$ cat config.mk
export PLATFORM = sky130hd
export DESIGN_NAME = mdu_sequencer
export DESIGN_NICKNAME = d
export VERILOG_FILES = /design/src/rtl/mdu_sequencer.sv
export SDC_FILE = /design/constraint.sdc
export NUM_CORES = 1
export LEC_CHECK = 0
export BUFFER_PORTS_ARGS = -buffer_cell sky130_fd_sc_hd__buf_2
export CORE_UTILIZATION = 45
export CTS_CLUSTER_SIZE = 16
export DETAILED_ROUTE_END_ITERATION = 7
export PLACE_DENSITY_LB_ADDON = 0.2
export SLEW_MARGIN = 40
export SYNTH_ARGS = -nofsm -noshare
export SYNTH_HDL_FRONTEND = slang
export SYNTH_SLANG_ARGS = --single-unit
$ cat constraint.sdc
create_clock -name clk -period 9.7 [get_ports clk]
set_clock_uncertainty 0.05 [all_clocks]
set_input_delay 0.485 -clock clk [delete_from_list [all_inputs] [get_ports clk]]
set_output_delay 0.485 -clock clk [all_outputs]
set_load 0.02 [all_outputs]
$ cat src/rtl/mdu_sequencer.sv
`default_nettype none
// ============================================================================
// Module   : mdu_sequencer
// Purpose  : Iterative RV32M multiply/divide unit with EX-stage stall sequencing.
//            Define MDU_FAST_MUL_EN for a single-cycle multiplier on MUL* ops.
// Revision : 1.0 - initial release
// ============================================================================
module mdu_sequencer #(
    parameter int XLEN = 32
) (
    input  logic            clk,
    input  logic            rst,
    input  logic            mdu_validE,
    input  logic [2:0]      funct3E,
    input  logic [XLEN-1:0] srcAE,
    input  logic [XLEN-1:0] srcBE,
    input  logic            kill,
    output logic            stall_mdu,
    output logic            done,
    output logic [XLEN-1:0] resultE,
    output logic            busy
);

    localparam int                  CW       = $clog2(XLEN);
    localparam logic [CW-1:0]       CNT_INIT = CW'(XLEN - 1);
    localparam logic [XLEN-1:0]     MIN_VAL  = {1'b1, {(XLEN-1){1'b0}}};

    typedef enum logic [1:0] {
        S_IDLE = 2'd0,
        S_MUL  = 2'd1,
        S_DIV  = 2'd2,
        S_DONE = 2'd3
    } state_t;

    state_t              state_q, state_d;
    logic [CW-1:0]       count_q, count_d;
    logic [2*XLEN-1:0]   acc_q,   acc_d;
    logic [XLEN-1:0]     opb_q,   opb_d;
    logic                sa_q,    sa_d;
    logic                sb_q,    sb_d;
    logic [1:0]          f3_q,    f3_d;
    logic                done_q,  done_d;
    logic [XLEN-1:0]     res_q,   res_d;

    // Operand decode for an op presented in IDLE
    logic                w_a_signed, w_b_signed;
    logic                w_neg_a, w_neg_b;
    logic [XLEN-1:0]     w_mag_a, w_mag_b;
    logic                w_div_zero, w_div_ovf;

    always_comb begin
        if (!funct3E[2]) begin
            w_a_signed = (funct3E[1:0] != 2'b11);
            w_b_signed = !funct3E[1];
        end else begin
            w_a_signed = !funct3E[0];
            w_b_signed = !funct3E[0];
        end
        w_neg_a    = w_a_signed & srcAE[XLEN-1];
        w_neg_b    = w_b_signed & srcBE[XLEN-1];
        w_mag_a    = w_neg_a ? (~srcAE + 1'b1) : srcAE;
        w_mag_b    = w_neg_b ? (~srcBE + 1'b1) : srcBE;
        w_div_zero = (srcBE == {XLEN{1'b0}});
        w_div_ovf  = !funct3E[0] && (srcAE == MIN_VAL) && (&srcBE);
    end

    // Shift-add step: low half holds the unconsumed multiplier bits
    logic [XLEN:0]       w_mul_sum;
    logic [2*XLEN-1:0]   w_mul_next;
    logic [2*XLEN-1:0]   w_prod_s;
    logic [XLEN-1:0]     w_mul_res;

    always_comb begin
        w_mul_sum  = {1'b0, acc_q[2*XLEN-1:XLEN]} + (acc_q[0] ? {1'b0, opb_q} : {(XLEN+1){1'b0}});
        w_mul_next = {w_mul_sum, acc_q[XLEN-1:1]};
        w_prod_s   = (sa_q ^ sb_q) ? (~w_mul_next + 1'b1) : w_mul_next;
        w_mul_res  = (f3_q == 2'b00) ? w_prod_s[XLEN-1:0] : w_prod_s[2*XLEN-1:XLEN];
    end

    // Restoring divide step: high half is the partial remainder, low half
    // shifts dividend bits out and quotient bits in
    logic [XLEN:0]       w_rem_sh, w_diff;
    logic                w_ge;
    logic [XLEN-1:0]     w_rem_new;
    logic [2*XLEN-1:0]   w_div_next;
    logic [XLEN-1:0]     w_quo_s, w_rem_s, w_div_res;

    always_comb begin
        w_rem_sh   = {acc_q[2*XLEN-1:XLEN], acc_q[XLEN-1]};
        w_diff     = w_rem_sh - {1'b0, opb_q};
        w_ge       = (w_rem_sh >= {1'b0, opb_q});
        w_rem_new  = w_ge ? w_diff[XLEN-1:0] : w_rem_sh[XLEN-1:0];
        w_div_next = {w_rem_new, acc_q[XLEN-2:0], w_ge};
        w_quo_s    = (sa_q ^ sb_q) ? (~w_div_next[XLEN-1:0] + 1'b1) : w_div_next[XLEN-1:0];
        w_rem_s    = sa_q ? (~w_div_next[2*XLEN-1:XLEN] + 1'b1) : w_div_next[2*XLEN-1:XLEN];
        w_div_res  = f3_q[1] ? w_rem_s : w_quo_s;
    end

`ifdef MDU_FAST_MUL_EN
    logic [2*XLEN-1:0]   w_fast_prod, w_fast_s;
    logic [XLEN-1:0]     w_fast_res;

    always_comb begin
        w_fast_prod = {{XLEN{1'b0}}, w_mag_a} * {{XLEN{1'b0}}, w_mag_b};
        w_fast_s    = (w_neg_a ^ w_neg_b) ? (~w_fast_prod + 1'b1) : w_fast_prod;
        w_fast_res  = (funct3E[1:0] == 2'b00) ? w_fast_s[XLEN-1:0] : w_fast_s[2*XLEN-1:XLEN];
    end
`endif

    always_comb begin
        state_d = state_q;
        count_d = count_q;
        acc_d   = acc_q;
        opb_d   = opb_q;
        sa_d    = sa_q;
        sb_d    = sb_q;
        f3_d    = f3_q;
        done_d  = 1'b0;
        res_d   = res_q;

        case (state_q)
            S_IDLE: begin
                if (mdu_validE && !kill) begin
                    sa_d    = w_neg_a;
                    sb_d    = w_neg_b;
                    f3_d    = funct3E[1:0];
                    acc_d   = {{XLEN{1'b0}}, w_mag_a};
                    opb_d   = w_mag_b;
                    count_d = CNT_INIT;
                    if (!funct3E[2]) begin
`ifdef MDU_FAST_MUL_EN
                        state_d = S_DONE;
                        done_d  = 1'b1;
                        res_d   = w_fast_res;
`else
                        state_d = S_MUL;
`endif
                    end else if (w_div_zero) begin
                        state_d = S_DONE;
                        done_d  = 1'b1;
                        res_d   = funct3E[1] ? srcAE : {XLEN{1'b1}};
                    end else if (w_div_ovf) begin
                        state_d = S_DONE;
                        done_d  = 1'b1;
                        res_d   = funct3E[1] ? {XLEN{1'b0}} : MIN_VAL;
                    end else begin
                        state_d = S_DIV;
                    end
                end
            end
            S_MUL: begin
                acc_d = w_mul_next;
                if (count_q == {CW{1'b0}}) begin
                    state_d = S_DONE;
                    done_d  = 1'b1;
                    res_d   = w_mul_res;
                end else begin
                    count_d = count_q - 1'b1;
                end
            end
            S_DIV: begin
                acc_d = w_div_next;
                if (count_q == {CW{1'b0}}) begin
                    state_d = S_DONE;
                    done_d  = 1'b1;
                    res_d   = w_div_res;
                end else begin
                    count_d = count_q - 1'b1;
                end
            end
            S_DONE: begin
                state_d = S_IDLE;
            end
            default: begin
                state_d = S_IDLE;
            end
        endcase

        // A flush abandons whatever is in flight and leaves resultE untouched
        if (kill) begin
            state_d = S_IDLE;
            done_d  = 1'b0;
            res_d   = res_q;
        end
    end

    always_ff @(posedge clk) begin
        if (rst) begin
            state_q <= S_IDLE;
            count_q <= {CW{1'b0}};
            acc_q   <= {(2*XLEN){1'b0}};
            opb_q   <= {XLEN{1'b0}};
            sa_q    <= 1'b0;
            sb_q    <= 1'b0;
            f3_q    <= 2'b00;
            done_q  <= 1'b0;
            res_q   <= {XLEN{1'b0}};
        end else begin
            state_q <= state_d;
            count_q <= count_d;
            acc_q   <= acc_d;
            opb_q   <= opb_d;
            sa_q    <= sa_d;
            sb_q    <= sb_d;
            f3_q    <= f3_d;
            done_q  <= done_d;
            res_q   <= res_d;
        end
    end

    assign stall_mdu = mdu_validE & ~kill & ~rst & (state_q != S_DONE);
    assign done      = done_q;
    assign resultE   = res_q;
    assign busy      = (state_q != S_IDLE);

endmodule
`default_nettype wire
==> parameters.txt <==
Parameter                              Value

Worst setup path
  Critical path required time ... 9.99 ns
  Maximum fanout along the worst path ... 34
  Kind of start point of the critical path ... register
  Arrival time of data at the critical path endpoint ... 5.88 ns
  Kind of capture point of the worst setup path ... register
  Number of cells on the worst reg-to-reg path ... 16
  Type of the worst setup path ... register to register

Global routing
  Number of antenna violations at the first check in global routing ... 0
  GRT Total Usage ... 34.23%
  First-pass GRT wire length ... 95.34 mm
  GRT Residual Overflow ... 0
  Maximum number of pins on one net before global-route repair ... 76
  Number of global-route vias before repair ... 15813

Timing
  Unrepaired setup endpoints after global routing ... no
  Max-Slew Margin vs Limit ... 37.71%
  Max Clock Freq ... 178.9 MHz
  Final setup vio count ... 0
  Slew at the pin with the worst max-slew slack ... 0.9343 ns
  Period minus WS final ... 5.589 ns
  Post-route fraction of the period consumed by the critical path ... 57.62%
  Count of pins over their slew limit ... 0
  Fin. Hold Viols ... 0
  Setup TNS ... 0 ns

Layout
  Nets ... 2374
  Synthesis-to-finish area growth ... 6.874%
  Number of antenna diodes ... 0
  Ratio of cells with drive above 1 in the final layout ... 9.428%

Floorplan
  Vertical extent of the die ... 190.2 um
  Number of rows in the core area ... 68
  Core area ... 34710 um2
  Starting utilization of the core area ... 45.93%
  Horizontal die dimension ... 190.2 um
  Die area ... 36190 um2
  Top Ports ... 106

Power
  Max rail drop VDD ... 0.1251 mV
  Net switching share of the total power ... 38.75%
  Share of power burned in registers ... 32.6%
  Ratio of total power to cell area ... 118.8 nW/um2
  Comb pwr share ... 32.2%
  Leakage power of the design ... 6.389 nW
  Final total power ... 0.002024 W
  Net load switching power ... 0.0007844 W
  Clock network power share ... 35.2%
  Cell-internal power ... 0.001240 W

Place
  Post-DP HPWL ... 47.40 mm
  Routability-driven placement congestion ratio ... 0.9748
  Port Buffers ... 105

Clock tree
  Sinks on the clock net ... 140
  Root buffer cell ... sky130_fd_sc_hd__clkbuf_16
  Clock H-tree levels ... 4
  # hold bufs at CTS ... 0
  CTS tree ... done
  Post-CTS setup repair buffer count ... 0
  Cts repair resizes ... 0
  Worst-path clk slew ... 0.07 ns
  Buffer depth of the longest clock path ... 2
  Number of buffers created by CTS ... 17
  Clock insertion delay at the later pin of the skew report ... 0.47 ns

Run status
  Status ... finished, final reports clean

Detailed routing
  Iteration-0 DRC Markers ... 2060
  Pre-Repair DR Iteration Count ... 8
  Count of vias placed by the detailed router ... 17725
  DR WL/cell ... 23.33 um
  Count of antenna-violating nets left after detailed routing ... 0
  Drt drc ... 0
  Ratio of routed vias to standard cells ... 6.582
  Final wirelength ... 62.83 mm

Logic synthesis
  Top area cells in the synthesized netlist ... sky130_fd_sc_hd__dfxtp_1, sky130_fd_sc_hd__a21oi_1, sky130_fd_sc_hd__xnor2_1, sky130_fd_sc_hd__nor2_1, sky130_fd_sc_hd__ha_1
  Seq/Total Area, Yosys ... 17.58%
  Post-synthesis area per instance ... 7.034 um2
  Number of synthesis warnings ... 0
  Synth top cells by count ... sky130_fd_sc_hd__nor2_1, sky130_fd_sc_hd__a21oi_1, sky130_fd_sc_hd__nand2_1, sky130_fd_sc_hd__o21ai_0, sky130_fd_sc_hd__dfxtp_1
  Commonest register cell after synthesis ... sky130_fd_sc_hd__dfxtp_1
  Top-count cell post-synth ... sky130_fd_sc_hd__nor2_1
  Number of enable flip-flop cells after synthesis ... 0
  Number of storage elements in the synthesis netlist ... 140
  Portion of synthesized cell area occupied by the leading cell type ... 17.58%
  Count of unique library cells instantiated by Yosys ... 96
  Cell accounting for the most synthesized area ... sky130_fd_sc_hd__dfxtp_1
  Instance count of the mapped netlist ... 2267
  Cell area after technology mapping ... 15950 um2
  Net count after synthesis ... 2416
  FFs w/ async S/R, synth ... 0%

Hold path
  WHS Path Cells ... 3
  Type of the tightest min-delay check ... input port to register

Job
  Number of max-cap violations ... 0
## layer usage
layer | track usage (%) | wire [um] | vias to the layer above
met5 | 0 | 0 | -
met4 | 12.71 | 2125 | 0
met3 | 6.386 | 6319 | 126
met2 | 52.62 | 27600 | 972
met1 | 47.24 | 26780 | 8398
li1 | - | - | 8229
## power by group through the flow
stage | clock network [W] | registers, W | logic [W]
floorplan | 0 | 0.000632 | 0.000480
global placement | 0 | 0.000668 | 0.000624
detailed placement | 0 | 0.000670 | 0.000629
CTS | 0.000713 | 0.000657 | 0.000633
global route | 0.000739 | 0.000663 | 0.000703
finish | 0.000713 | 0.000660 | 0.000652
## cell type report
| type | count | area [um2] |
|---|---|---|
| fill | 3566 | 17670 |
| multi-input combinational | 1868 | 12080 |
| sequential | 140 | 2803 |
| timing repair buffer | 125 | 705.7 |
| tap | 455 | 569.3 |
| clock buffer | 20 | 446.7 |
| inverter | 73 | 275.3 |
| clock inverter | 12 | 161.4 |
## per-stage QoR
| stage | instance area (um2) | util [%] | worst slack [ns] | hold slack [ns] | instances |
|---|---|---|---|---|---|
| after global placement | 16380 | 47.18 | 3.830 | 0.3901 | 2660 |
| after global routing | 17040 | 49.09 | 3.695 | 0.2656 | 2693 |
| after floorplan | 15950 | - | 5.167 | 0.3819 | 2267 |
| after CTS | 17030 | 49.07 | 4.169 | 0.2596 | 2693 |
| after detailed placement | 16430 | 47.32 | 4.209 | 0.3930 | 2661 |
| final | 17040 | 49.09 | 4.111 | 0.2631 | 2693 |
## path summary, 6_finish.rpt
| kind | slack, ns | from | to |
|---|---|---|---|
| worst max-delay path | 4.11 | acc_q[0] | resultE[25] |
| worst max register to register | 4.11 | acc_q[0] | resultE[25] |
| worst min register to register | 0.41 | opb_q[31] | opb_q[31] |
| worst min-delay path | 0.26 | funct3E[0] | f3_q[0] |
## cell families after synthesis
logic type / Yosys count / share of synthesized area [%]
adders and majority gates: 78 / 6.215
muxes: 32 / 2.040
AOI/OAI and AO/OA: 808 / 33.11
buffers and inverters: 259 / 7.133
and+or+nand+nor: 729 / 21.79
xor gates and xnor gates: 221 / 12.14
DFF: 140 / 17.58
## sequential cells by signal, indices dropped and copies added (netlist names)
signal	flops
acc_q	64
opb_q	32
resultE	32
count_q	5
f3_q	2
state_q	2
done	1
sa_q	1
sb_q	1
## critical path, cell delays in order, from the launching register on
cell,delay [ns]
sky130_fd_sc_hd__dfxtp_1,0.42
sky130_fd_sc_hd__clkinv_2,0.49
sky130_fd_sc_hd__nor2_1,0.40
sky130_fd_sc_hd__ha_1,0.29
sky130_fd_sc_hd__a211oi_1,0.42
sky130_fd_sc_hd__o21a_1,0.25
sky130_fd_sc_hd__xnor2_1,0.12
sky130_fd_sc_hd__or4b_1,0.65
sky130_fd_sc_hd__nor3_1,0.45
sky130_fd_sc_hd__nor4b_2,0.43
sky130_fd_sc_hd__and2_1,0.26
sky130_fd_sc_hd__and3_1,0.31
sky130_fd_sc_hd__a21oi_1,0.12
sky130_fd_sc_hd__xnor2_1,0.17
sky130_fd_sc_hd__o221ai_1,0.19
sky130_fd_sc_hd__a211oi_1,0.07
sky130_fd_sc_hd__a2111oi_0,0.35
## placed cells by master (no fill, tap or decap), types with 13 or more instances in the layout
master,count
sky130_fd_sc_hd__nor2_1,266
sky130_fd_sc_hd__a21oi_1,228
sky130_fd_sc_hd__nand2_1,190
sky130_fd_sc_hd__o21ai_0,177
sky130_fd_sc_hd__dfxtp_1,140
sky130_fd_sc_hd__xnor2_1,120
sky130_fd_sc_hd__buf_2,104
sky130_fd_sc_hd__xor2_1,99
sky130_fd_sc_hd__a211oi_1,74
sky130_fd_sc_hd__ha_1,74
sky130_fd_sc_hd__inv_1,69
sky130_fd_sc_hd__nor3_1,47
sky130_fd_sc_hd__a221oi_1,39
sky130_fd_sc_hd__or3_1,35
sky130_fd_sc_hd__a22oi_1,35
sky130_fd_sc_hd__mux2i_1,28
sky130_fd_sc_hd__a31oi_1,26
sky130_fd_sc_hd__nand4_1,24
sky130_fd_sc_hd__nand2b_1,24
sky130_fd_sc_hd__nor4_1,22
sky130_fd_sc_hd__a21o_1,21
sky130_fd_sc_hd__o31ai_1,21
sky130_fd_sc_hd__nand3_1,19
sky130_fd_sc_hd__o22ai_1,19
sky130_fd_sc_hd__buf_4,18
sky130_fd_sc_hd__and2_1,17
sky130_fd_sc_hd__a311oi_1,17
sky130_fd_sc_hd__clkbuf_16,17
sky130_fd_sc_hd__o211ai_1,16
sky130_fd_sc_hd__a2111oi_0,15
sky130_fd_sc_hd__o21a_1,13
sky130_fd_sc_hd__o41ai_1,13
(Power assumes the default switching activity.)
